## src/rtl/mcs4_pkg.sv

```systemverilog
// Shared MCS-4 peripheral constants and small helpers.
package mcs4_pkg;

  localparam int I4003_SR_WIDTH       = 10;
  localparam int I4003_FILTER_DEFAULT = 2;
  localparam logic [3:0] I4003_COUNT_MAX = 4'd15;

  function automatic logic [3:0] sat_inc4(input logic [3:0] value);
    return (value == I4003_COUNT_MAX) ? value : value + 4'd1;
  endfunction

endpackage

```

## src/rtl/mcs4_pad_filter.sv

```systemverilog
// Two-flop synchronizer followed by a level filter: the output follows the
// synchronized pad only after FILTER_CYCLES consecutive differing samples.
module mcs4_pad_filter
  import mcs4_pkg::*;
#(
  parameter int FILTER_CYCLES = I4003_FILTER_DEFAULT
) (
  input  logic clk_i,
  input  logic rst_i,
  input  logic pad_i,
  output logic level_o
);

  localparam int CW = (FILTER_CYCLES > 1) ? $clog2(FILTER_CYCLES) : 1;
  localparam logic [CW-1:0] LAST_SAMPLE = CW'(FILTER_CYCLES - 1);

  logic [1:0]    sync_q, sync_d;
  logic [CW-1:0] cnt_q, cnt_d;
  logic          level_q, level_d;

  // Next state: count samples that disagree with the accepted level.
  always_comb begin
    sync_d  = {sync_q[0], pad_i};
    cnt_d   = '0;
    level_d = level_q;
    if (sync_q[1] != level_q) begin
      if (cnt_q == LAST_SAMPLE) begin
        level_d = sync_q[1];
        cnt_d   = '0;
      end else begin
        cnt_d = cnt_q + CW'(1);
      end
    end else begin
      cnt_d = '0;
    end
  end

  // State registers with synchronous reset.
  always_ff @(posedge clk_i) begin
    if (rst_i) begin
      sync_q  <= 2'b00;
      cnt_q   <= '0;
      level_q <= 1'b0;
    end else begin
      sync_q  <= sync_d;
      cnt_q   <= cnt_d;
      level_q <= level_d;
    end
  end

  assign level_o = level_q;

endmodule

```

## src/rtl/i4003.sv

```systemverilog
// i4003 shift register clocked from filtered pad edges in the sysclk domain.
// Q1 is held in the MSB of the stage vector, Qn in bit 0.
module i4003
  import mcs4_pkg::*;
#(
  parameter int SR_WIDTH      = I4003_SR_WIDTH,
  parameter int FILTER_CYCLES = I4003_FILTER_DEFAULT,
  parameter int SHIFT_ON_FALL = 1
) (
  input  logic                sysclk,
  input  logic                reset,
  input  logic                cp_pad,
  input  logic                data_in_pad,
  input  logic                e_pad,
  output logic [SR_WIDTH-1:0] parallel_out,
  output logic                serial_out,
  output logic                shift_strobe,
  output logic [3:0]          shift_count
);

  logic cp_filt_s, data_filt_s, e_filt_s;

  mcs4_pad_filter #(.FILTER_CYCLES(FILTER_CYCLES)) u_cp_filter (
    .clk_i(sysclk), .rst_i(reset), .pad_i(cp_pad), .level_o(cp_filt_s)
  );
  mcs4_pad_filter #(.FILTER_CYCLES(FILTER_CYCLES)) u_data_filter (
    .clk_i(sysclk), .rst_i(reset), .pad_i(data_in_pad), .level_o(data_filt_s)
  );
  mcs4_pad_filter #(.FILTER_CYCLES(FILTER_CYCLES)) u_e_filter (
    .clk_i(sysclk), .rst_i(reset), .pad_i(e_pad), .level_o(e_filt_s)
  );

  logic                cp_prev_q, data_prev_q, e_prev_q;
  logic                strobe_q, strobe_d;
  logic [SR_WIDTH-1:0] sr_q, sr_d;
  logic [3:0]          count_q, count_d;
  logic                shift_s, e_rise_s;

  // Edge detection and next-state; data_prev_q keeps the pre-edge data level.
  always_comb begin
    shift_s  = 1'b0;
    e_rise_s = ~e_prev_q & e_filt_s;
    if (SHIFT_ON_FALL != 0) begin
      shift_s = cp_prev_q & ~cp_filt_s;
    end else begin
      shift_s = ~cp_prev_q & cp_filt_s;
    end

    strobe_d = shift_s;
    sr_d     = sr_q;
    if (shift_s) begin
      sr_d = {data_prev_q, sr_q[SR_WIDTH-1:1]};
    end else begin
      sr_d = sr_q;
    end

    count_d = count_q;
    if (e_rise_s) begin
      count_d = shift_s ? 4'd1 : 4'd0;
    end else if (shift_s) begin
      count_d = sat_inc4(count_q);
    end else begin
      count_d = count_q;
    end
  end

  // State registers; reset overrides any coincident shift.
  always_ff @(posedge sysclk) begin
    if (reset) begin
      cp_prev_q   <= 1'b0;
      data_prev_q <= 1'b0;
      e_prev_q    <= 1'b0;
      strobe_q    <= 1'b0;
      sr_q        <= '0;
      count_q     <= 4'd0;
    end else begin
      cp_prev_q   <= cp_filt_s;
      data_prev_q <= data_filt_s;
      e_prev_q    <= e_filt_s;
      strobe_q    <= strobe_d;
      sr_q        <= sr_d;
      count_q     <= count_d;
    end
  end

  assign parallel_out = e_filt_s ? sr_q : '0;
  assign serial_out   = sr_q[0];
  assign shift_strobe = strobe_q;
  assign shift_count  = count_q;

endmodule

```

## config.mk

```make
export PLATFORM = sky130hd
export DESIGN_NAME = i4003
export DESIGN_NICKNAME = d
export VERILOG_FILES = /design/src/rtl/mcs4_pkg.sv /design/src/rtl/mcs4_pad_filter.sv /design/src/rtl/i4003.sv
export SDC_FILE = /design/constraint.sdc
export NUM_CORES = 1
export LEC_CHECK = 0
export BUFFER_PORTS_ARGS = -buffer_cell sky130_fd_sc_hd__buf_2
export CORE_MARGIN = 5
export CORE_UTILIZATION = 47
export CTS_BUF_LIST = sky130_fd_sc_hd__clkbuf_16
export CTS_CLUSTER_SIZE = 30
export DETAILED_ROUTE_END_ITERATION = 8
export GPL_TIMING_DRIVEN = 1
export PLACE_DENSITY = 0.69
export SETUP_SLACK_MARGIN = 0.3
export SYNTH_ARGS = -nofsm -noshare
export SYNTH_HDL_FRONTEND = slang
export SYNTH_SLANG_ARGS = --single-unit
```

## constraint.sdc

```tcl
create_clock -name sysclk -period 1.24 [get_ports sysclk]
set_input_delay 0.062 -clock sysclk [delete_from_list [all_inputs] [get_ports sysclk]]
set_output_delay 0.062 -clock sysclk [all_outputs]
set_load 0.02 [all_outputs]
```

==> Yosys cells after proc, flatten, opt, wreduce, memory -nomap -nowiden <==
Index checks and enable logic that the tools add are counted.
{ "classes": {"n_addsub": 4, "muxes": 5, "reduce_logical": 8, "n_bitwise": 7, "n_eq_ne": 5} }
{ "op_table": {"columns": ["op", "count"], "rows": [
  ["$mux 4", 3],
  ["$mux 10", 1],
  ["$reduce_or 3->1", 3],
  ["$reduce_and 2->1", 4],
  ["$not 1->1", 5],
  ["$add 4x1->4 const B", 1],
  ["$eq 4x4->1 const B", 1],
  ["$add 1x1->1 const B", 3],
  ["$ne 1x1->1", 3],
  ["$and 1x1->1", 2],
  ["$ne 2x2->1 const B", 1],
  ["$reduce_bool 2->1", 1],
  ["$mux 1", 1]
]} }
{ "word_totals": {"regBits": 30, "output_inout_bits": 16} }

==> Longest topological paths before layout <==
Gate-level depths: netlist (run 1).
{ "depth": {"word_depth": 4, "depth_mapped": 4} }

==> Modules after synthesis <==
From an unflattened synthesis (run 1), not the netlist that was laid out.
{ "unflattened": {"cells_unflattened": 116, "area_unflattened_um2": 1108.6} }
{ "by_module_without_submodules": {"columns": ["mod", "seq_area_each_um2", "area_per_inst_um2", "instances", "cells_each"], "rows": [
  ["i4003", 360.3, 733.2, 1, 86],
  ["mcs4_pad_filter", 80.1, 125.1, 3, 10]
]} }

==> Least setup slack after synthesis (run 1) <==
OpenSTA, ideal clock, no wires.
{ "synth_path": {"path_kind": "reg-to-reg", "from": "register count_q[0] (netlist: shift_count[0])", "to": "register count_q[0] (netlist: shift_count[0])", "path_slack_ns": -0.199, "stages_incl_launch_ff": 5, "arrival_time_ns": 1.322, "required_time_ns": 1.123, "setup_ns": 0.117, "path_cell_list": "dfxtp_1 -> ha_1 -> and3_1 -> mux2_4 -> a32o_1"} }
{ "synth_via": {"elab_chain_len": 4} }
{ "synth_rtl": {"columns": ["element", "line_no", "rtl"], "rows": [
  ["from (decl)", "i4003.sv:36", "logic [3:0] count_q, count_d;"],
  ["from (signal assigned)", "i4003.sv:82", "count_q <= count_d;"],
  ["$add 4x1->4", "mcs4_pkg.sv:9", "return (value == I4003_COUNT_MAX) ? value : value + 4'd1;"],
  ["$mux 4", "mcs4_pkg.sv:9", null],
  ["$mux 4", "i4003.sv:60", "end else if (shift_s) begin"],
  ["$mux 4", "i4003.sv:58", "if (e_rise_s) begin"]
]} }
Parallel ways exist; a longest one is shown, timed or not. The select of a mux whose other input is x is not followed.
A chain may end at the register's enable or synchronous reset.

==> Final worst setup path (run 1) <==
Ends and elaborated chain as after synthesis.

==> impl_metrics.py, run 1 <==
metrics = {
    "synthesis": {
        "ys_top_cells_by_count": "dfxtp_1 (30), nand2_1 (21), a21oi_1 (13), and2_1 (10), nor2b_1 (9)",
        "yosys.area_share.simple_pct": 26.90,
        "yosysTopAreaCell": "dfxtp_1",
        "async_reset_ff_share_pct": 0,
        "dominantRegCellSynth": "dfxtp_1",
        "syn-cell-area_mm2": 0.001102,
        "synth_compound_gate_area_share_pct": 8.400,
        "yosysSeqAreaShare_pct": 54.48,
        "synthXorXnorAreaFrac_pct": 2.384,
        "synth_fa_ha_area_share_pct": 1.135,
        "yosysMostFrequentCell": "dfxtp_1",
        "synth_area_leaders": "dfxtp_1 (54%), nand2_1 (7.2%), a21oi_1 (5.9%), and2_1 (5.7%), nor2b_1 (5.1%)",
        "synth_edf_count": 0,
        "synthesis.nets": 124,
        "synth_cell_types": 25,
        "yosysTopAreaCellShare_pct": 54.48,
        "synth_top_family_by_area": "simple AND/OR/NAND/NOR gates",
        "netlist_instances": 118,
        "synth_seq_cells": 30,
        "synth.area.mux_share_pct": 4.086,
        "ys_warn_count": 0,
        "syn_area_per_cell_um2": 9.342,
    },
    "sta": {
        "hold_ws_ps": 3.095,
        "setup_viol": 1,
        "period_minus_slack_ps": 1248,
        "rsz0062_at_grt": "true",
        "finClkSkew_ps": 5.406,
        "max_freq_mhz": 801.0,
        "worst_pin_slew_ps": 224.0,
        "hold_viol": 0,
        "finalCritPeriodShare_pct": 100.7,
        "timing.setup.tns_ps": -8.453,
        "relSlewSlack_pct": 85.07,
        "worst_slack_ps": -8.453,
        "drv_slew": 0,
    },
    "floorplanning": {
        "die_y_um": 58.43,
        "core-area_mm2": 0.002233,
        "die_w_um": 58.43,
        "start_util_pct": 49.36,
        "rows": 17,
        "io_pins": 21,
        "die_area_mm2": 0.003414,
    },
    "cells_and_area": {
        "fillers": 154,
        "drive_above_1_share_pct": 47.74,
        "fin_cells": 183,
        "nets": 161,
        "syn_to_final_growth_pct": 55.85,
        "diodes": 0,
    },
    "setup_path": {
        "startpoint_type": "flip-flop",
        "rr_worst_depth": 4,
        "rr_startpoint": "shift_count[0]",
        "slowest_delay_ps": 340,
        "required_ps": 1400,
        "r2r-end": "shift_count[0]",
        "rrSetupSlack_ps": -8,
        "path_cells": "ha_4 -> and3_4 -> mux2_4 -> a32o_1",
        "critPathArrivalTime_ps": 1410,
        "path_max_fanout": 2,
        "crit_type": "reg2reg",
        "end_kind": "flip-flop",
        "critPathSlowestCell": "dfxtp_4",
    },
    "outcome": {
        "run_status": "finished with violations",
        "failed_checks": "negative setup slack",
    },
    "route": {
        "firstDrtPassIters": 4,
        "drtAntennaViolNets": 0,
        "wl_um": 2483,
        "drc": 0,
        "drt_iter0_markers": 16,
        "wl_per_cell_um": 13.57,
        "vias": 932,
        "avgViaCountPerCell": 5.093,
    },
    "clocking": {
        "clock-sinks": 30,
        "cts_made_buffers": 5,
        "cts.htree.levels": 2,
        "cts.clk_slew.worst_paths_ps": 50,
        "cts_tree": "yes",
        "cts_buffer_depth": 2,
        "insertion_delay_ps": 270,
        "cts-root-buf": "clkbuf_16",
    },
    "global_route": {
        "grt_pass1_wl_um": 4057,
        "grt_max_degree": 20,
        "grt_pass1_vias": 895,
        "grt_usage_pct": 16.27,
        "antenna_found_initial": 0,
        "grt-ovfl-total": 0,
    },
    "power": {
        "vdd_drop_max_v": 0.001225,
        "leakage_nw": 0.6795,
        "p_per_area_mw_per_mm2": 1318,
        "totalPowerFinal_mw": 2.265,
    },
    "hold_path": {
        "whs_endpoint": "u_data_filter.sync_q[0]",
        "hp-class": "in2reg",
        "hp-start": "data_in_pad",
        "min_path_cells": 2,
    },
    "job": {
        "drv_cap": 0,
    },
    "placed_design": {
        "post-place-cells": 169,
        "port_buffers": 20,
        "place_hpwl_um": 1406,
        "finalWeightedCongestion": 0.6263,
    },
}
-- cell families (layout without fill, tap and decap cells) --
| family | count (synthesis) | count (layout) |
|---|---|---|
| and+or+nand+nor | 56 | 56 |
| DFF | 30 | 30 |
| AOI/OAI and AO/OA | 17 | 17 |
| buffers and inverters | 7 | 44 |
| muxes | 4 | 4 |
| xor gates and xnor gates | 3 | 3 |
| adders and majority gates | 1 | 1 |
-- flip-flops by register name, summed over array words and instances, names as in the netlist --
register / count
u_cp_filter.cnt_q: 1
shift_strobe: 1
u_data_filter.cnt_q: 1
data_prev_q: 1
u_e_filter.sync_q: 2
shift_count: 4
cp_prev_q: 1
u_data_filter.sync_q: 2
u_cp_filter.sync_q: 2
u_cp_filter.level_o: 1
u_e_filter.level_o: 1
u_data_filter.level_o: 1
u_e_filter.cnt_q: 1
sr_q: 10
e_prev_q: 1
-- power breakdown --
group	leakage, nW	internal (mW)	switching, mW	total, mW
registers	0.248	0.972	0.00802	0.980
clock network	0.0755	0.844	0.385	1.23
logic	0.356	0.0277	0.0283	0.0560
total	0.680	1.84	0.421	2.26
-- worst max-delay path, delay by kind of cell, from the launching register on --
| kind | cells | cell delay (ps) |
|---|---|---|
| multiplexers | 1 | 250 |
| adder cells (fa/ha/maj) | 1 | 150 |
| AO/OA/AOI/OAI | 1 | 210 |
| flip-flops | 1 | 340 |
| AND/OR/NAND/NOR | 1 | 170 |
-- worst max-delay path by stage --
stage	endpoint	from	slack, ps	cells past startpoint
after floorplan	shift_count[0]	shift_count[0]	-50	4
after global placement	shift_count[0]	shift_count[1]	-10	4
after detailed placement	shift_count[0]	shift_count[1]	-20	4
after CTS	shift_count[0]	shift_count[0]	-10	4
after global routing	shift_count[0]	shift_count[0]	-40	4
final	shift_count[0]	shift_count[0]	-8	4
-- routing by layer --
| layer | wire length, um | vias up | GRT usage, % |
|---|---|---|---|
| li1 | - | 458 | - |
| met1 | 1040 | 446 | 17.57 |
| met2 | 1285 | 23 | 27.27 |
| met3 | 122 | 5 | 4.825 |
| met4 | 35 | 0 | 10.93 |
| met5 | 0 | - | 0 |
-- timing repair --
item,in CTS,in global routing
buffers inserted,3,0
endpoints found under the hold margin,2,0
resized for setup,49,13
pin swaps,15,1
hold buffers,2,0
endpoints found under the setup margin,24,30
gates cloned,2,0
-- placed cells by master (no fill, tap or decap), types with 2 or more instances in the layout --
cell type | netlist | layout
xnor2_1 | 3 | 2
buf_6 | 0 | 19
dfxtp_2 | 0 | 3
nor2_1 | 4 | 4
mux2i_1 | 3 | 2
a21oi_1 | 13 | 6
and2_4 | 0 | 10
clkbuf_16 | 0 | 6
nand2_1 | 21 | 20
nor2b_1 | 9 | 9
dfxtp_1 | 30 | 23
a21oi_2 | 0 | 7
buf_4 | 0 | 7
nor3_1 | 4 | 3
dlygate4sd3_1 | 0 | 2
dfxtp_4 | 0 | 4
buf_2 | 2 | 8
-- stage by stage --
stage                     util (%)  setup WS [ps]  cell area [um2]
after floorplan                  -         -47.68             1137
after global placement       58.77         -12.71             1313
after detailed placement     58.77         -20.62             1313
after CTS                    74.79         -10.14             1670
after global routing         76.92         -35.04             1718
final                        76.92         -8.453             1718
-- area by class of cell --
class / instances / area (um2) / area share, %
Clock buffer: 6 / 150.1 / 8.740
Inverter: 1 / 3.754 / 0.2185
Tap cell: 28 / 35.03 / 2.039
Sequential cell: 30 / 619.3 / 36.05
Multi-Input combinational cell: 81 / 579.3 / 33.72
Timing Repair Buffer: 36 / 326.6 / 19.01
Clock inverter: 1 / 3.754 / 0.2185
Power figures use the tool's default switching activity.
==> run 2: changes to the inputs <==
--- a/config.mk
+++ b/config.mk
@@ -12,7 +12,7 @@
 export CTS_CLUSTER_SIZE = 30
 export DETAILED_ROUTE_END_ITERATION = 8
 export GPL_TIMING_DRIVEN = 1
-export PLACE_DENSITY = 0.69
+export PLACE_DENSITY_LB_ADDON = 0.05
 export SETUP_SLACK_MARGIN = 0.3
 export SYNTH_ARGS = -nofsm -noshare
 export SYNTH_HDL_FRONTEND = slang
==> run 2 against run 1 <==
  * The run still ends with negative setup slack left
  * Sequential cell count stayed put
  * Sequential power about the same
  * Critical path depth is the same
  * Highest routed layer unchanged
==> impl_metrics.py, run 2 (synthesized netlist as in run 1, its figures left out) <==
metrics = {
    "outcome": {
        "run_status": "finished with violations",
        "failed_checks": "negative setup slack",
    },
    "setup_path": {
        "critical_path_buf_inv_count": 0,
        "end_kind": "flip-flop",
        "path_cells": "ha_4 -> and3_4 -> mux2_4 -> a32o_1",
        "cp.depth": 4,
        "startpoint_type": "flip-flop",
        "critPathArrivalTime_ps": 1400,
        "required_ps": 1400,
        "r2r-end": "shift_count[0]",
        "timing.critical_path.from": "shift_count[0]",
        "slowest_delay_ps": 350,
        "rr_startpoint": "shift_count[0]",
        "rr_worst_depth": 4,
        "rrSetupSlack_ps": -5,
        "path_max_fanout": 2,
        "critPathSlowestCell": "dfxtp_4",
        "setup.worst_path.end": "shift_count[0]",
        "crit_family": "flip-flops",
        "crit_type": "reg2reg",
    },
    "sta": {
        "worst_pin_slew_ps": 261.4,
        "timing.setup.tns_ps": -5.310,
        "setup_viol": 1,
        "hold_ws_ps": 8.011,
        "relSlewSlack_pct": 82.57,
        "hold_viol": 0,
        "worst_slack_ps": -5.310,
        "finalCritPeriodShare_pct": 100.4,
        "finClkSkew_ps": 4.348,
        "period_minus_slack_ps": 1245,
        "max_freq_mhz": 803.0,
        "drv_slew": 0,
        "rsz0062_at_grt": "true",
    },
    "route": {
        "drt_iter0_markers": 31,
        "wl_per_cell_um": 13.82,
        "drc": 0,
        "firstDrtPassIters": 4,
        "drtAntennaViolNets": 0,
        "vias": 951,
        "wl_um": 2556,
        "avgViaCountPerCell": 5.141,
    },
    "cells_and_area": {
        "final_cell_mix": "dfxtp_1 (23), nand2_1 (20), buf_6 (18)",
        "nets": 163,
        "regArea_um2": 616.8,
        "diodes": 0,
        "largest_reg_flops": 10,
        "drive_above_1_share_pct": 51.59,
        "fillers": 152,
        "final_common_cell": "dfxtp_1",
        "fin_cells": 185,
        "top_register": "sr_q",
        "multi_input_area_um2": 590.6,
        "final_util_pct": 77.87,
        "final_cell_area_mm2": 0.001739,
        "syn_to_final_growth_pct": 57.78,
    },
    "clocking": {
        "cts-root-buf": "clkbuf_16",
        "cts.clk_slew.worst_paths_ps": 50,
        "cts.htree.levels": 2,
        "cts_buffer_depth": 2,
        "clock-sinks": 30,
        "cts_made_buffers": 5,
        "cts_tree": "yes",
        "insertion_delay_ps": 270,
    },
    "floorplanning": {
        "io_pins": 21,
        "rows": 17,
        "die_w_um": 58.43,
        "start_util_pct": 49.36,
        "die_y_um": 58.43,
        "core-area_mm2": 0.002233,
        "die_area_mm2": 0.003414,
    },
    "power": {
        "p_per_area_mw_per_mm2": 1226,
        "totalPowerFinal_mw": 2.131,
        "leakage_nw": 0.6916,
        "vdd_drop_max_v": 0.001388,
    },
    "placed_design": {
        "finalWeightedCongestion": 0.7086,
        "post-place-cells": 169,
        "post-place-ws_ps": -23.54,
        "port_buffers": 20,
        "postPlaceCellArea_mm2": 0.001313,
        "place_hpwl_um": 1429,
    },
    "job": {
        "drv_cap": 0,
    },
    "global_route": {
        "grt_pass1_wl_um": 3891,
        "grt_max_degree": 16,
        "antenna_found_initial": 0,
        "grt-ovfl-total": 0,
        "grt_pass1_vias": 869,
        "grt_usage_pct": 15.65,
    },
    "hold_path": {
        "hp-class": "in2reg",
    },
}
-- run 2: layout make-up --
cell class	count	share of cell area, %
Inverter	1	0.2158
Sequential cell	30	35.47
Clock inverter	2	0.5755
Timing Repair Buffer	38	20.58
Multi-Input combinational cell	81	33.96
Tap cell	28	2.014
Clock buffer	5	7.194
-- run 2: per-layer routing --
| layer | GRT usage, % | vias to the layer above | routed length (um) |
|---|---|---|---|
| li1 | - | 470 | - |
| met1 | 17.23 | 457 | 1031 |
| met2 | 25.20 | 22 | 1393 |
| met3 | 7.895 | 2 | 121 |
| met4 | 6.954 | 0 | 9 |
| met5 | 0 | - | 0 |
-- run 2: worst min path at each step --
stage	from	end	cells after the start	slack, ps
6_report	data_in_pad	u_data_filter.sync_q[0]	2	8
5_1_grt	data_in_pad	u_data_filter.sync_q[0]	2	10
4_1_cts	data_in_pad	u_data_filter.sync_q[0]	2	3
3_5_place_dp	cp_pad	u_cp_filter.sync_q[0]	2	280
3_3_place_gp	e_pad	u_e_filter.sync_q[0]	2	280
2_1_floorplan	cp_pad	u_cp_filter.sync_q[0]	1	190
-- run 2: worst reg2reg max path, stage by stage, from the launching register on --
cell and delay [ps]:
dfxtp_4 350, ha_4 150, and3_4 170, mux2_4 250, a32o_1 220
-- run 2: repair_timing --
action                                  4_1_cts  5_1_grt
gates resized for setup                      46       18
hold buffers                                  0        0
gates cloned                                  1        1
setup buffers                                 4        3
pin swaps                                    16        3
endpoints found under the setup margin       26       30
-- run 2: where the power goes --
part,total (mW),internal (mW),switching (mW)
Clock,1.10,0.720,0.376
Sequential,0.982,0.974,0.00766
Combinational,0.0535,0.0244,0.0291
